==> src/rtl/spi_pkg.sv <==
// Shared types and constants for the SPI slave endpoint.
// State encoding is one-hot; bus mode is packed as {CKP, CPH}.
package spi_pkg;

  localparam int unsigned SPI_WIDTH = 16;

  typedef enum logic [2:0] {
    ST_IDLE   = 3'b001,
    ST_ACTIVE = 3'b010,
    ST_DONE   = 3'b100
  } spi_state_e;

  typedef enum logic [1:0] {
    MODE0 = 2'b00,
    MODE1 = 2'b01,
    MODE2 = 2'b10,
    MODE3 = 2'b11
  } spi_mode_e;

  // Data is sampled on SCK rising when idle-low with leading-edge phase, or idle-high with trailing-edge phase.
  function automatic logic sample_on_rise(input logic [1:0] mode);
    return ~(mode[1] ^ mode[0]);
  endfunction

endpackage

==> src/rtl/spi_edge_sync.sv <==
// Multi-stage synchronizer for one asynchronous bit, with registered
// rise/fall pulses derived from the synchronized value.
module spi_edge_sync #(
  parameter int unsigned STAGES    = 2,
  parameter logic        RESET_VAL = 1'b0
) (
  input  logic clk,
  input  logic rst,
  input  logic din,
  output logic sync,
  output logic rise,
  output logic fall
);

  logic [STAGES-1:0] chain;
  logic              prev;

  assign sync = chain[STAGES-1];

  // Pulses are registered, so they trail the synchronized transition by one clk.
  always_ff @(posedge clk or posedge rst) begin
    if (rst) begin
      chain <= {STAGES{RESET_VAL}};
      prev  <= RESET_VAL;
      rise  <= 1'b0;
      fall  <= 1'b0;
    end else begin
      chain <= STAGES'({chain, din});
      prev  <= chain[STAGES-1];
      rise  <= chain[STAGES-1] & ~prev;
      fall  <= ~chain[STAGES-1] & prev;
    end
  end

endmodule

==> src/rtl/spi_slave.sv <==
// SPI slave endpoint: oversampled SCK/CS/MOSI, LSB-first receive into rx_data
// with a one-cycle rx_valid strobe, fixed TX_DATA word returned on MISO.
module spi_slave
  import spi_pkg::*;
#(
  parameter int unsigned       WIDTH       = SPI_WIDTH,
  parameter logic [WIDTH-1:0]  TX_DATA     = WIDTH'(16'h0704),
  parameter int unsigned       SYNC_STAGES = 2
) (
  input  logic             clk,
  input  logic             rst,
  input  logic             CKP,
  input  logic             CPH,
  input  logic             SCK,
  input  logic             CS,
  input  logic             MOSI,
  output logic             MISO,
  output logic [WIDTH-1:0] rx_data,
  output logic             rx_valid,
  output logic             busy
);

  localparam int unsigned     CNT_W    = $clog2(WIDTH + 1);
  localparam logic [CNT_W-1:0] CNT_MAX  = CNT_W'(WIDTH);
  localparam logic [CNT_W-1:0] CNT_LAST = CNT_W'(WIDTH - 1);
  localparam logic [CNT_W-1:0] CNT_ONE  = CNT_W'(1);

  logic sck_sync, sck_rise, sck_fall;
  logic cs_sync, cs_rise, cs_fall;
  logic mosi_sync, mosi_rise, mosi_fall;
  logic unused_sync;

  spi_edge_sync #(.STAGES(SYNC_STAGES), .RESET_VAL(1'b0)) u_sck_sync (
    .clk  (clk),
    .rst  (rst),
    .din  (SCK),
    .sync (sck_sync),
    .rise (sck_rise),
    .fall (sck_fall)
  );

  spi_edge_sync #(.STAGES(SYNC_STAGES), .RESET_VAL(1'b1)) u_cs_sync (
    .clk  (clk),
    .rst  (rst),
    .din  (CS),
    .sync (cs_sync),
    .rise (cs_rise),
    .fall (cs_fall)
  );

  spi_edge_sync #(.STAGES(SYNC_STAGES), .RESET_VAL(1'b0)) u_mosi_sync (
    .clk  (clk),
    .rst  (rst),
    .din  (MOSI),
    .sync (mosi_sync),
    .rise (mosi_rise),
    .fall (mosi_fall)
  );

  assign unused_sync = ^{sck_sync, cs_sync, mosi_rise, mosi_fall};

  spi_mode_e        mode;
  logic             sample_rise;
  logic             sample_edge;
  logic             shift_edge;
  logic [WIDTH-1:0] rx_shift_next;
  logic [WIDTH-1:0] tx_shifted;
  logic             tx_bit;

  spi_state_e       state;
  logic [CNT_W-1:0] bit_cnt;
  logic [CNT_W-1:0] tx_idx;
  logic [WIDTH-1:0] rx_shift;

  // Map the bus mode onto which synchronized SCK edge samples and which shifts.
  assign mode        = spi_mode_e'({CKP, CPH});
  assign sample_rise = sample_on_rise(mode);
  assign sample_edge = sample_rise ? sck_rise : sck_fall;
  assign shift_edge  = sample_rise ? sck_fall : sck_rise;

  // LSB-first: after WIDTH samples the first received bit lands in bit 0.
  assign rx_shift_next = {mosi_sync, rx_shift[WIDTH-1:1]};
  assign tx_shifted    = TX_DATA >> tx_idx;
  assign tx_bit        = tx_shifted[0];

  always_ff @(posedge clk or posedge rst) begin
    if (rst) begin
      state    <= ST_IDLE;
      MISO     <= 1'b0;
      rx_data  <= '0;
      rx_valid <= 1'b0;
      busy     <= 1'b0;
      bit_cnt  <= '0;
      tx_idx   <= '0;
      rx_shift <= '0;
    end else begin
      rx_valid <= 1'b0;
      unique case (state)
        ST_IDLE: begin
          MISO     <= 1'b0;
          bit_cnt  <= '0;
          tx_idx   <= '0;
          rx_shift <= '0;
          // Leading-edge phase needs bit 0 on the wire before the first SCK edge.
          if (cs_fall) begin
            state <= ST_ACTIVE;
            busy  <= 1'b1;
            if (!CPH) begin
              MISO   <= TX_DATA[0];
              tx_idx <= CNT_ONE;
            end
          end
        end

        ST_ACTIVE: begin
          // CS release wins over a coincident final sample.
          if (cs_rise) begin
            state    <= ST_IDLE;
            busy     <= 1'b0;
            MISO     <= 1'b0;
            bit_cnt  <= '0;
            tx_idx   <= '0;
            rx_shift <= '0;
          end else if (sample_edge) begin
            rx_shift <= rx_shift_next;
            bit_cnt  <= bit_cnt + CNT_ONE;
            if (bit_cnt == CNT_LAST) begin
              rx_data  <= rx_shift_next;
              rx_valid <= 1'b1;
              MISO     <= 1'b0;
              state    <= ST_DONE;
            end
          end else if (shift_edge) begin
            if (tx_idx == CNT_MAX) begin
              MISO <= 1'b0;
            end else begin
              MISO   <= tx_bit;
              tx_idx <= tx_idx + CNT_ONE;
            end
          end
        end

        ST_DONE: begin
          MISO <= 1'b0;
          if (cs_rise) begin
            state <= ST_IDLE;
            busy  <= 1'b0;
          end
        end

        default: begin
          state <= ST_IDLE;
          busy  <= 1'b0;
          MISO  <= 1'b0;
        end
      endcase
    end
  end

endmodule

==> config.mk <==
export PLATFORM = sky130hd
export DESIGN_NAME = spi_slave
export DESIGN_NICKNAME = d
export VERILOG_FILES = /design/src/rtl/spi_pkg.sv /design/src/rtl/spi_edge_sync.sv /design/src/rtl/spi_slave.sv
export SDC_FILE = /design/constraint.sdc
export NUM_CORES = 1
export LEC_CHECK = 0
export ABC_AREA = 1
export BUFFER_PORTS_ARGS = -buffer_cell sky130_fd_sc_hd__buf_4
export CORE_MARGIN = 4
export CORE_UTILIZATION = 45
export CTS_CLUSTER_DIAMETER = 150
export DETAILED_ROUTE_END_ITERATION = 16
export HOLD_SLACK_MARGIN = 0.02
export PLACE_DENSITY = 0.71
export SLEW_MARGIN = 30
export SYNTH_ARGS = -nofsm -noshare
export SYNTH_HDL_FRONTEND = slang
export SYNTH_SLANG_ARGS = --single-unit
==> constraint.sdc <==
create_clock -name clk -period 3.8 [get_ports clk]
set_input_delay 0.19 -clock clk [delete_from_list [all_inputs] [get_ports clk]]
set_output_delay 0.19 -clock clk [all_outputs]
set_load 0.02 [all_outputs]
After elaboration in Yosys (flattened, before gate mapping)
Cells that the tools add are included.
{"block": "word_totals", "elab_cells": 87, "output_inout_bits": 19, "reg_bits": 60, "in_bits": 7}
{"block": "op_classes", "shifts": 1, "n_reduce_logical": 8, "n_eq_ne": 15, "mux": 34, "add_sub_neg": 2, "n_bitwise": 10}
{"operator": "two-way mux 16 bit", "n": 2}
{"operator": "case mux 16 bit (2 select lines)", "n": 1}
{"operator": "two-way mux 5 bit", "n": 6}
{"operator": "case mux 5 bit (2 select lines)", "n": 2}
{"operator": "two-way mux 1 bit", "n": 16}
{"operator": "two-way mux 3 bit", "n": 5}
{"operator": "inequality test 3 x 2 -> 1 bit, second input constant", "n": 5}
{"operator": "AND reduction 4 bit", "n": 3}
{"operator": "right shift 11 x 5 -> 1 bit, first input constant", "n": 1}
{"operator": "adder 5 x 1 -> 5 bit, second input constant", "n": 2}
{"operator": "case mux 3 bit (3 select lines)", "n": 1}
{"operator": "inequality test 4 x 3 -> 1 bit, second input constant", "n": 2}
{"operator": "inequality test 2 x 1 -> 1 bit, second input constant", "n": 3}
{"operator": "AND reduction 2 bit", "n": 3}
{"operator": "equality test 5 x 4 -> 1 bit, second input constant", "n": 1}
{"operator": "equality test 5 bit, second input constant", "n": 1}
{"operator": "NOT 1 bit", "n": 5}
{"operator": "bitwise AND 1 bit", "n": 4}
{"operator": "equality test 3 x 1 -> 1 bit, second input constant", "n": 1}
{"operator": "equality test 3 x 2 -> 1 bit, second input constant", "n": 1}
{"operator": "equality test 3 bit, second input constant", "n": 1}
{"operator": "case mux 1 bit (2 select lines)", "n": 1}
{"operator": "nonzero test 2 bit", "n": 1}
{"operator": "OR reduction 2 bit", "n": 1}
{"operator": "bitwise XOR 1 bit", "n": 1}

Logic depth before layout (Yosys ltp)
Gate-level depths: netlist (run 1).
{"block": "depth", "depth_word": 6, "mapped_depth": 10}

Modules after synthesis
From an unflattened synthesis (run 1), not the netlist that was laid out.
{"block": "hier_totals", "hier_cells": 308, "area_unflattened_um2": 2733.9}
{"mod": "spi_slave", "seq_area_each_um2": 1177.4, "cells_each": 278, "n_inst": 1, "area_each_um2": 2298.5}
{"mod": "spi_edge_sync at u_mosi_sync ...", "seq_area_each_um2": 125.1, "cells_each": 10, "n_inst": 2, "area_each_um2": 143.9}
{"mod": "spi_edge_sync at u_cs_sync", "seq_area_each_um2": 128.9, "cells_each": 10, "n_inst": 1, "area_each_um2": 147.6}

Least setup slack after synthesis (run 1)
Ideal clock, no wire load.
{"block": "synth_path", "path_type": "reg2reg", "start": "register bit_cnt[0]", "end": "register rx_data[10]", "arrival_ns": 1.414, "path_stages_with_launch": 10, "slack_ns": 2.270, "setup_ns": 0.116, "period_less_slack_ns": 1.530, "path_cell_list": "dfrtp_1 ha_1 inv_1 nor3_1 ha_1 nand3_4 buf_6 buf_8 nand2_2 nand2_1"}
{"block": "synth_via", "elab_chain_cells": 2}
{"element": "from (decl)", "line_no": "spi_slave.sv:71", "text": "logic [CNT_W-1:0] bit_cnt;"}
{"element": "from (signal assigned)", "line_no": "spi_slave.sv:126", "text": "bit_cnt <= bit_cnt + CNT_ONE;"}
{"element": "equality test 5 x 4 -> 1 bit", "line_no": "spi_slave.sv:127", "text": "if (bit_cnt == CNT_LAST) begin"}
{"element": "AND reduction 4 bit (no line)"}
{"element": "to (signal assigned)", "line_no": "spi_slave.sv:128", "text": "rx_data <= rx_shift_next;"}
{"element": "to (decl)", "line_no": "spi_slave.sv:18", "text": "output logic [WIDTH-1:0] rx_data,"}
Every way passes these cells.
A chain may end at the register's enable or synchronous reset.

Final worst setup path (run 1)
Same ends and word-level chain as after synthesis.

==> results of run 1 <==
critical path, delay by kind of cell (launching register included):
family                     cells  cell delay (ps)
buffers and inverters          2              370
and+or+nand+nor                4              590
adders and majority gates      2              420
DFF                            1              400
flip-flops by register name, indices dropped and copies added (netlist names), 2 cells and up:
| name | count |
|---|---|
| u_mosi_sync.chain | 2 |
| rx_data | 16 |
| bit_cnt | 5 |
| rx_shift | 15 |
| u_cs_sync.chain | 2 |
| state | 3 |
| tx_idx | 5 |
| u_sck_sync.chain | 2 |
layout make-up:
type / count / area share, %
inverters: 31 / 3.953
well taps: 72 / 2.934
flip-flops and latches: 59 / 48.25
clock inverters: 4 / 2.445
clock buffers: 11 / 4.605
multi-input cells: 190 / 30.15
repair buffers: 30 / 7.661
layout by cell type (no fill, tap or decap):
cell type,synthesis,layout
nor2_1,12,12
nand3b_1,2,2
inv_2,4,5
inv_1,26,25
or2_2,1,1
buf_4,1,26
nand2_2,12,12
a21o_1,1,1
clkinvlp_4,0,2
nand3_4,2,2
clkbuf_8,0,10
nor3_1,1,1
o21ai_0,9,9
clkbuf_1,0,1
nand4_1,4,4
clkinv_4,1,1
o21ai_1,2,2
dlygate4sd3_1,0,4
bufinv_16,0,2
xor2_1,2,2
a31oi_1,1,1
and2_1,1,1
nor2_4,1,1
a21oi_1,1,1
ha_1,6,6
nand2_1,100,100
dfrtp_1,55,55
dfstp_2,4,4
nand3_1,32,32
path summary, 6_finish.rpt:
check	to	slack [ps]	cells past startpoint
worst max-delay path	rx_data[10]	1960	8
worst min-delay path	tx_idx[0]	280	6
worst max register to register	rx_data[10]	1960	8
worst min register to register	u_sck_sync.chain[1]	360	0
max in group asynchronous	u_cs_sync.prev	2550	4
min in group asynchronous	busy	380	3
cell usage after synthesis:
master    count  area [sq um]
inv_1        26         97.59
and2_1        1         6.260
clkinv_4      1         8.760
nand3b_1      2         15.01
o21ai_1       2         10.01
nand4_1       4         25.02
buf_6         3         33.78
buf_8         1         15.01
nor2_1       12         45.04
a31oi_1       1         6.260
nand3_4       2         35.03
nand3_1      32         160.2
inv_2         4         15.01
dfstp_2       4         105.1
ha_1          6         75.07
nand2_1     100         375.4
a21oi_1       1         5.000
or2_2         1         6.260
buf_2         2         10.01
a21o_1        1         7.510
dfrtp_1      55          1376
xor2_1        2         17.52
nor3_1        1         5.000
o21ai_0       9         45.04
buf_4         1         7.510
nand2_2      12         75.07
nor2_4        1         11.26
power breakdown:
| part | internal (mW) | switching (mW) | total [mW] |
|---|---|---|---|
| Combinational | 0.0763 | 0.212 | 0.288 |
| Clock | 0.384 | 0.241 | 0.624 |
| Sequential | 0.666 | 0.0292 | 0.695 |
per-layer routing:
metal	vias up	share of wire (%)	GRT usage, %
li1	964	-	-
met4	0	1.5	6.140
met3	6	4.4	4.936
met2	33	48	24.95
met1	878	46	19.36
met5	-	0	0
timing repair:
item | in CTS | in global routing
hold buffers | 4 | 0
hold endpoints to repair | 19 | 0
gates resized for setup | 0 | 0
endpoints found under the setup margin | 0 | 0
cells by family (layout without fill, tap and decap cells):
group | after synthesis | count (layout)
buffers and inverters | 38 | 76
AOI/OAI and AO/OA | 14 | 14
xor gates and xnor gates | 2 | 2
and+or+nand+nor | 168 | 168
adders and majority gates | 6 | 6
DFF | 59 | 59
==> metrics, run 1 <==
initial antenna violation count=0; final number of hold-violating endpoints=0; vias in the first global route=1898; Hold Slack=around 280 ps; Cell Pwr Density=~520 nW/um^2; Residual DRC=0; die width=83.94 microns; Post-Syn Area=between 2000 and 3000 sq um; CP Data Arrival Time=roughly 2100 ps; WP data required=4070 ps; Area Growth Syn to Fin=18.32%; Finish-stage setup viols=0; CP Cell Sequence=ha_1, inv_1, nor3_1, ha_1, nand3_4, inv_2, nand2_1, nand2_1; Worst Tran Pin Value=528.9 ps; Vias=approximately 1900; share of the yosys chip area belonging to registers=a little under three fifths; PnR Total Power=approximately 1.6 mW; grt ovf=0; area of the multi-input gates=just over 900 sq um; Avg Cell Area, Syn=about 9 sq um; Clock Root Buffer=clkbuf_8; Initial Util=between 40% and 50%; critical path class=reg2reg; Clock transition at path regs=70 ps; P_leak=around 1.6 nW; cell count after synthesis=287; YS warnings=0; Antenna Cells=0; die height=83.94 microns; CP max stage delay=~400 ps; Antenna Nets Post-Route=0; Post-CTS Setup Bufs=0; fin area=about 3100 sq um; max cap viols=0; largest net degree at the start of global routing=44; simple-gate share of the synthesized area=between 20% and 30%; syn_nets=300; worst skew pair latency=330 ps; clock buffer depth=2; PortBufs=25; Slew Viols, Final=0; post-synthesis compound-gate area fraction=under 10%; Initial DRC Count=about 120; mux cell area share after synthesis=0%; Final nets=around 330; CP Launch Type=flip-flop; drt via density=between 4 and 5; CP startpoint=bit_cnt[0]; worst hold start=CPH; DR pass1 iterations=4; Seq cells post-synth=a little under 60; CTS tree=yes; # clock sinks=59; RSZ-0062 raised after global routing=no; H-tree Lvls=3; fin crit share=between 40% and 50%; average wire per standard cell=11.89 microns; Worst Setup End Kind=flip-flop; final core utilization=a little under three fifths; core area=roughly 5500 sq um; Hold Crit Class=in2reg; fmax=between 0.5 and 0.6 GHz; Cells after DPL=around 380; share of layout cells above drive strength 1=between 20% and 30%; Synth Area in Adders=2.893%; pre-CTS WS=around 1900 ps; min Tclk post-route=approximately 1800 ps; final WL=around 4.7 mm; Total GRT Usage=15.50%; register area=about 1500 sq um; maximum vdd drop=~0.26 mV; die area=~7000 sq um; R2R Path Start=bit_cnt[0]; status=finished, final reports clean; hpwl dp=3.190 mm; total CTS buffers=9; Fin Clk Skew=6.730 ps; largest family of logic cells by synthesized area=simple AND/OR/NAND/NOR gates; slew margin rel.=around two thirds; Routability Congestion=0.8187; CP Max Fanout=20; XOR/XNOR Fraction of Synth Area=less than 1%; Final Worst Setup Slack=roughly 2000 ps; # IOs=26; final cell count without fillers=roughly 400; FILL cells=a little under 500; Max stage delay cell, worst path=dfrtp_1; first-pass GRT wire length=around 8.8 mm; setup tns final=0 ps; count of different cell masters after synthesis=27; row count=27; placed inst area=approximately 2800 sq um
(Power assumes the default switching activity.)
==> inputs of run 2 (changes only) <==
--- a/config.mk
+++ b/config.mk
@@ -12,7 +12,7 @@
 export CTS_CLUSTER_DIAMETER = 150
 export DETAILED_ROUTE_END_ITERATION = 16
 export HOLD_SLACK_MARGIN = 0.02
-export PLACE_DENSITY = 0.71
+export PLACE_DENSITY = 0.73
 export SLEW_MARGIN = 30
 export SYNTH_ARGS = -nofsm -noshare
 export SYNTH_HDL_FRONTEND = slang
==> constraint.sdc (replaced) <==
create_clock -name clk -period 1.53 [get_ports clk]
set_input_delay 0.0765 -clock clk [delete_from_list [all_inputs] [get_ports clk]]
set_output_delay 0.0765 -clock clk [all_outputs]
set_load 0.02 [all_outputs]
==> run 2 against run 1 <==
  * Critical path depth unchanged
  * Hold slack got worse by 130 ps
  * Non-clock buffer count increased by 10
==> metrics, run 2 (synthesized netlist as in run 1, its figures left out) <==
Antenna Nets Post-Route=0; clock buffer depth=2; total CTS buffers=9; register area=around 1500 sq um; Antenna Cells=0; Cell Pwr Density=1310 nW/um^2; Fin Clk Skew=~12 ps; Total GRT Usage=between 10 and 15%; die area=a little over 7000 sq um; RSZ-0062 raised after global routing=yes; initial antenna violation count=0; worst hold start=CPH; status=finished, final reports clean; H-tree Lvls=3; Worst Setup End Kind=flip-flop; Hold Crit Class=in2reg; maximum vdd drop=around 0.75 mV; P_leak=between 1.5 and 2 nW; Clock transition at path regs=roughly 70 ps; worst hold stages=6; average wire per standard cell=11.85 microns; die height=around 84 microns; # IOs=26; core area=about 5500 sq um; slew margin rel.=just over 60%; worst skew pair latency=~340 ps; drt via density=4.887; Routability Congestion=slightly above 0.8; CP max stage delay=around 430 ps; critical path class=reg2reg; CP Max Fanout=6; largest registers=rx_data (16), rx_shift (15); Max stage delay cell, worst path=dfrtp_1; max cap viols=0; worst r2r dst=tx_idx[4]; share of layout cells above drive strength 1=25.30%; CP Launch Type=flip-flop; fmax=between 0.6 and 0.7 GHz; vias in the first global route=1881; fin crit share=a little over nine tenths; row count=27; grt ovf=0; max reg flops=16; Finish-stage setup viols=0; leading cell type in the layout, fill and taps excluded=nand2_1; Area Growth Syn to Fin=24.11%; Worst path top cell family by delay=flip-flops; R2R Path Start=tx_idx[0]; Initial DRC Count=between 100 and 150; worst hold endpoint=tx_idx[0]; reg2reg path depth=8; Final Worst Setup Slack=about 60 ps; Post-CTS Setup Bufs=0; most flop-heavy register=rx_data; CP Cell Sequence=inv_1, ha_1, nand2_1, inv_1, a21oi_1, nand3_2, nand3_1, nand2_1; Residual DRC=0; final WL=4.834 mm; first-pass GRT wire length=roughly 8.1 mm; CP Data Arrival Time=around 1700 ps; Worst Tran Pin Value=590.9 ps; setup tns final=0 ps; largest net degree at the start of global routing=28; Final nets=around 340; worst path buffer plus inverter count=2; final number of hold-violating endpoints=0; Slew Viols, Final=0; Initial Util=roughly 47%; FILL cells=roughly 500; Clock Root Buffer=clkbuf_8; R2R setup slack=60 ps; die width=83.94 microns; area of the multi-input gates=between 900 and 1000 sq um; PortBufs=25; most frequent cells in the layout=100 x nand2_1, 55 x dfrtp_1, 30 x nand3_1, 30 x buf_4, 24 x inv_1; WP data required=about 1800 ps; # clock sinks=between 50 and 60; DR pass1 iterations=4; CTS tree=yes; hpwl dp=about 3.3 mm; Vias=about 2000; min Tclk post-route=approximately 1500 ps; pre-CTS WS=67.41 ps
==> run 2: cell types whose count changed in the layout (fill, tap and decap cells not counted), sizes merged <==
cell,before,now
buf,26,36
clkinv,1,4
clkbuf,11,9
inv,30,32
clkinvlp,2,0
==> run 2: how the worst max path moves through the flow <==
stage,from,endpoint,slack (ps),cells after the start
floorplan,rst,MISO,4,1
global placement,bit_cnt[0],MISO,90,10
detailed placement,bit_cnt[1],rx_data[3],70,8
CTS,bit_cnt[1],rx_data[3],40,7
global route,tx_idx[0],tx_idx[4],-30,8
finish,tx_idx[0],tx_idx[4],60,8
==> run 2: power by group <==
part	leakage [nW]	switching, mW	internal, mW
Combinational	0.813	0.576	0.333
Sequential	0.791	0.0650	1.65
Clock	0.114	0.661	0.930
==> run 2: final cells by class <==
class                      count  area share, %
clock buffer                   9          3.846
clock inverter                 7          3.108
multi-input combinational    190          29.45
inverter                      31          3.846
timing repair buffer          40          10.96
sequential                    59          46.00
tap                           72          2.797
==> run 2: repair_timing <==
| item | in CTS | in global routing |
|---|---|---|
| endpoints found under the hold margin | 24 | 0 |
| gates resized for setup | 0 | 12 |
| hold buffers | 4 | 0 |
| endpoints found under the setup margin | 0 | 23 |
==> run 2: layer usage <==
| layer | vias to the layer above | wire length, microns | share of wire [%] | GRT usage [%] |
|---|---|---|---|---|
| li1 | 996 | - | - | - |
| met1 | 954 | 2193 | 45 | 17.66 |
| met2 | 34 | 2319 | 48 | 22.63 |
| met3 | 10 | 197 | 4.1 | 3.455 |
| met4 | 0 | 123 | 2.5 | 8.626 |
| met5 | - | 0 | 0 | 0 |
==> run 2: per-stage QoR <==
| stage | hold slack, ps | cells | area, sq um | power, mW | util [%] |
|---|---|---|---|---|---|
| after floorplan | 80.98 | 287 | 2603 | 2.349 | - |
| after global placement | 180.5 | 387 | 2927 | 2.601 | 52.82 |
| after detailed placement | 181.3 | 387 | 2927 | 2.623 | 52.82 |
| after CTS | 145.5 | 407 | 3191 | 4.225 | 57.59 |
| after global routing | 198.7 | 408 | 3221 | 4.444 | 58.13 |
| final | 153.3 | 408 | 3221 | 4.218 | 58.13 |
==> run 2: worst reg2reg max path: cells and delay by family (launching register included) <==
| kind | cells | cell delay [ps] |
|---|---|---|
| fa+ha+maj | 1 | 200 |
| flops | 1 | 430 |
| buf+inv | 2 | 130 |
| compound gates | 1 | 200 |
| simple gates | 4 | 420 |
==> inputs of run 3 (changes only) <==
==> constraint.sdc (replaced) <==
create_clock -name clk -period 1.53 [get_ports clk]
set_input_delay 0.0765 -clock clk [delete_from_list [all_inputs] [get_ports clk]]
set_output_delay 0.0765 -clock clk [all_outputs]
set_load 0.005 [all_outputs]
==> run 3 against run 2 <==
  * Fmax rose by 1.6%
  * Utilization is 0.41 points higher
  * Cell count is 0.49% higher
  * Routed wire length rose by 2.2%
  * Largest power group unchanged
  * Register-to-register slack improved by 20 ps
  * Global-route usage increased by 1.5 points
  * Sequential share of layout area shrank 0.28 points
  * Highest routed layer unchanged
  * Via count decreased by 1.1%
  * First-iteration DRC count fell by 11%
  * Die area did not move
==> metrics, run 3 (synthesized netlist as in run 1, its figures left out) <==
P_leak=around 1.7 nW; Fin Clk Skew=between 9 and 10 ps; WL met3=between 200 and 300 microns; highest routed metal layer=met4; Hold Crit Class=in2reg; Net Switching=about 1.2 mW; core area=between 5000 and 6000 sq um; final number of hold-violating endpoints=0; final WL=4.940 mm; Finish-stage setup viols=0; H-tree Lvls=3; # clock sinks=slightly below 60; Vias=1973; average wire per standard cell=12.05 microns; row count=27; CTS tree=yes; Sw Ratio=between 20 and 30%; die height=about 84 microns; CP Max Fanout=9; WP data required=roughly 1800 ps; total CTS buffers=9; most flop-heavy register=rx_data; vias in the first global route=slightly below 2000; critical path class=reg2reg; Cell Pwr Density=approximately 1300 nW/um^2; Area Growth Syn to Fin=24.98%; status=finished, final reports clean; hpwl dp=about 3.4 mm; Comb pwr share=about 22%; Clock Root Buffer=clkbuf_8; setup tns final=0 ps; Met1 Routed Length=approximately 2.2 mm; register area=between 1000 and 1500 sq um; initial antenna violation count=0; drt via density=between 4 and 5; Cells after DPL=slightly below 400; Antenna Cells=0; slew margin rel.=between 70% and 80%; grt ovf=0; Worst Tran Pin Value=418.6 ps; FILL cells=506; die area=about 7000 sq um; max cap viols=0; Initial Util=between 40% and 50%; final core utilization=between 50% and 60%; Routability Congestion=about 0.84; Clock transition at path regs=about 70 ps; # IOs=26; area of the multi-input gates=954.7 sq um; Seq pwr share=between 40% and 50%; R2R setup slack=80 ps; Total GRT Usage=roughly 16%; P_int=2.957 mW; first-pass GRT wire length=roughly 8.8 mm; met2 wire len=2.359 mm; die width=83.94 microns; CP Launch Type=flip-flop; leading cell type in the layout, fill and taps excluded=nand2_1; Initial DRC Count=between 100 and 150; DR pass1 iterations=4; RSZ-0062 raised after global routing=yes; PortBufs=25; most frequent cells in the layout=99 x nand2_1, 54 x dfrtp_1, 33 x buf_4; fmax=around 0.69 GHz; Antenna Nets Post-Route=0; CP Data Arrival Time=about 1700 ps; final cell count without fillers=410; max reg flops=16; clock group share of total power=a little under two fifths; Residual DRC=0; largest registers=rx_data (16), rx_shift (15); maximum vdd drop=between 0.6 and 0.7 mV; fin crit share=94.52%; largest net degree at the start of global routing=27; worst skew pair latency=340 ps; clock buffer depth=2; Worst Setup End Kind=flip-flop; Slew Viols, Final=0; min Tclk post-route=1446 ps; Final nets=about 350; share of layout cells above drive strength 1=a little over a quarter
## run 3: through the flow
step / total power, mW / setup slack [ps] / hold slack, ps / cell area, sq um
6_report: 4.181 / 83.85 / 159.8 / 3243
2_1_floorplan: 2.335 / 2.680 / 80.98 / 2595
4_1_cts: 4.190 / 9.176 / 147.6 / 3198
3_3_place_gp: 2.584 / 39.16 / 105.9 / 2927
3_5_place_dp: 2.608 / -6.099 / 112.2 / 2927
5_1_grt: 4.425 / -27.44 / 193.0 / 3243
## run 3: path summary, 6_finish.rpt
check | from | cells after the start | to
worst min register to register | u_sck_sync.chain[0] | 0 | u_sck_sync.chain[1]
max in group asynchronous | rst | 4 | u_cs_sync.prev
min in group asynchronous | rst | 3 | tx_idx[3]
worst min-delay path | CPH | 6 | tx_idx[0]
worst max register to register | bit_cnt[1] | 8 | rx_data[8]
worst max-delay path | bit_cnt[1] | 8 | rx_data[8]
## run 3: worst max-delay path: stages, from the launching register on
cell and delay (ps):
dfrtp_1 350, ha_2 190, inv_2 40, nor3_2 110, ha_2 230, nand3_4 120
buf_6 180, nand2_2 60, nand2_1 50
## run 3: area by class of cell
class | instances | share of cell area, %
timing repair buffer | 42 | 11.42
inverter | 31 | 3.897
tap | 72 | 2.778
multi-input combinational | 190 | 29.44
sequential | 59 | 45.72
clock buffer | 12 | 4.475
clock inverter | 4 | 2.276
## run 3: repair_timing
| item | CTS | global route |
|---|---|---|
| pin swaps | 1 | 6 |
| endpoints found under the setup margin | 3 | 37 |
| setup buffers | 0 | 1 |
| hold buffers | 4 | 0 |
| endpoints found under the hold margin | 18 | 0 |
| gates resized for setup | 4 | 14 |
| gates cloned | 0 | 1 |
## run 3: routing by layer
metal | vias to the layer above | GRT usage [%]
li1 | 999 | -
met1 | 926 | 19.41
met2 | 39 | 24.87
met3 | 9 | 5.133
met4 | 0 | 7.895
met5 | - | 0
## run 3: power groups by stage
stage / logic [mW] / registers (mW) / clock network (mW)
final: 0.904 / 1.72 / 1.56
after detailed placement: 0.864 / 1.74 / 0
after global placement: 0.843 / 1.74 / 0
after floorplan: 0.599 / 1.74 / 0
after CTS: 0.878 / 1.72 / 1.60
after global routing: 1.02 / 1.73 / 1.67
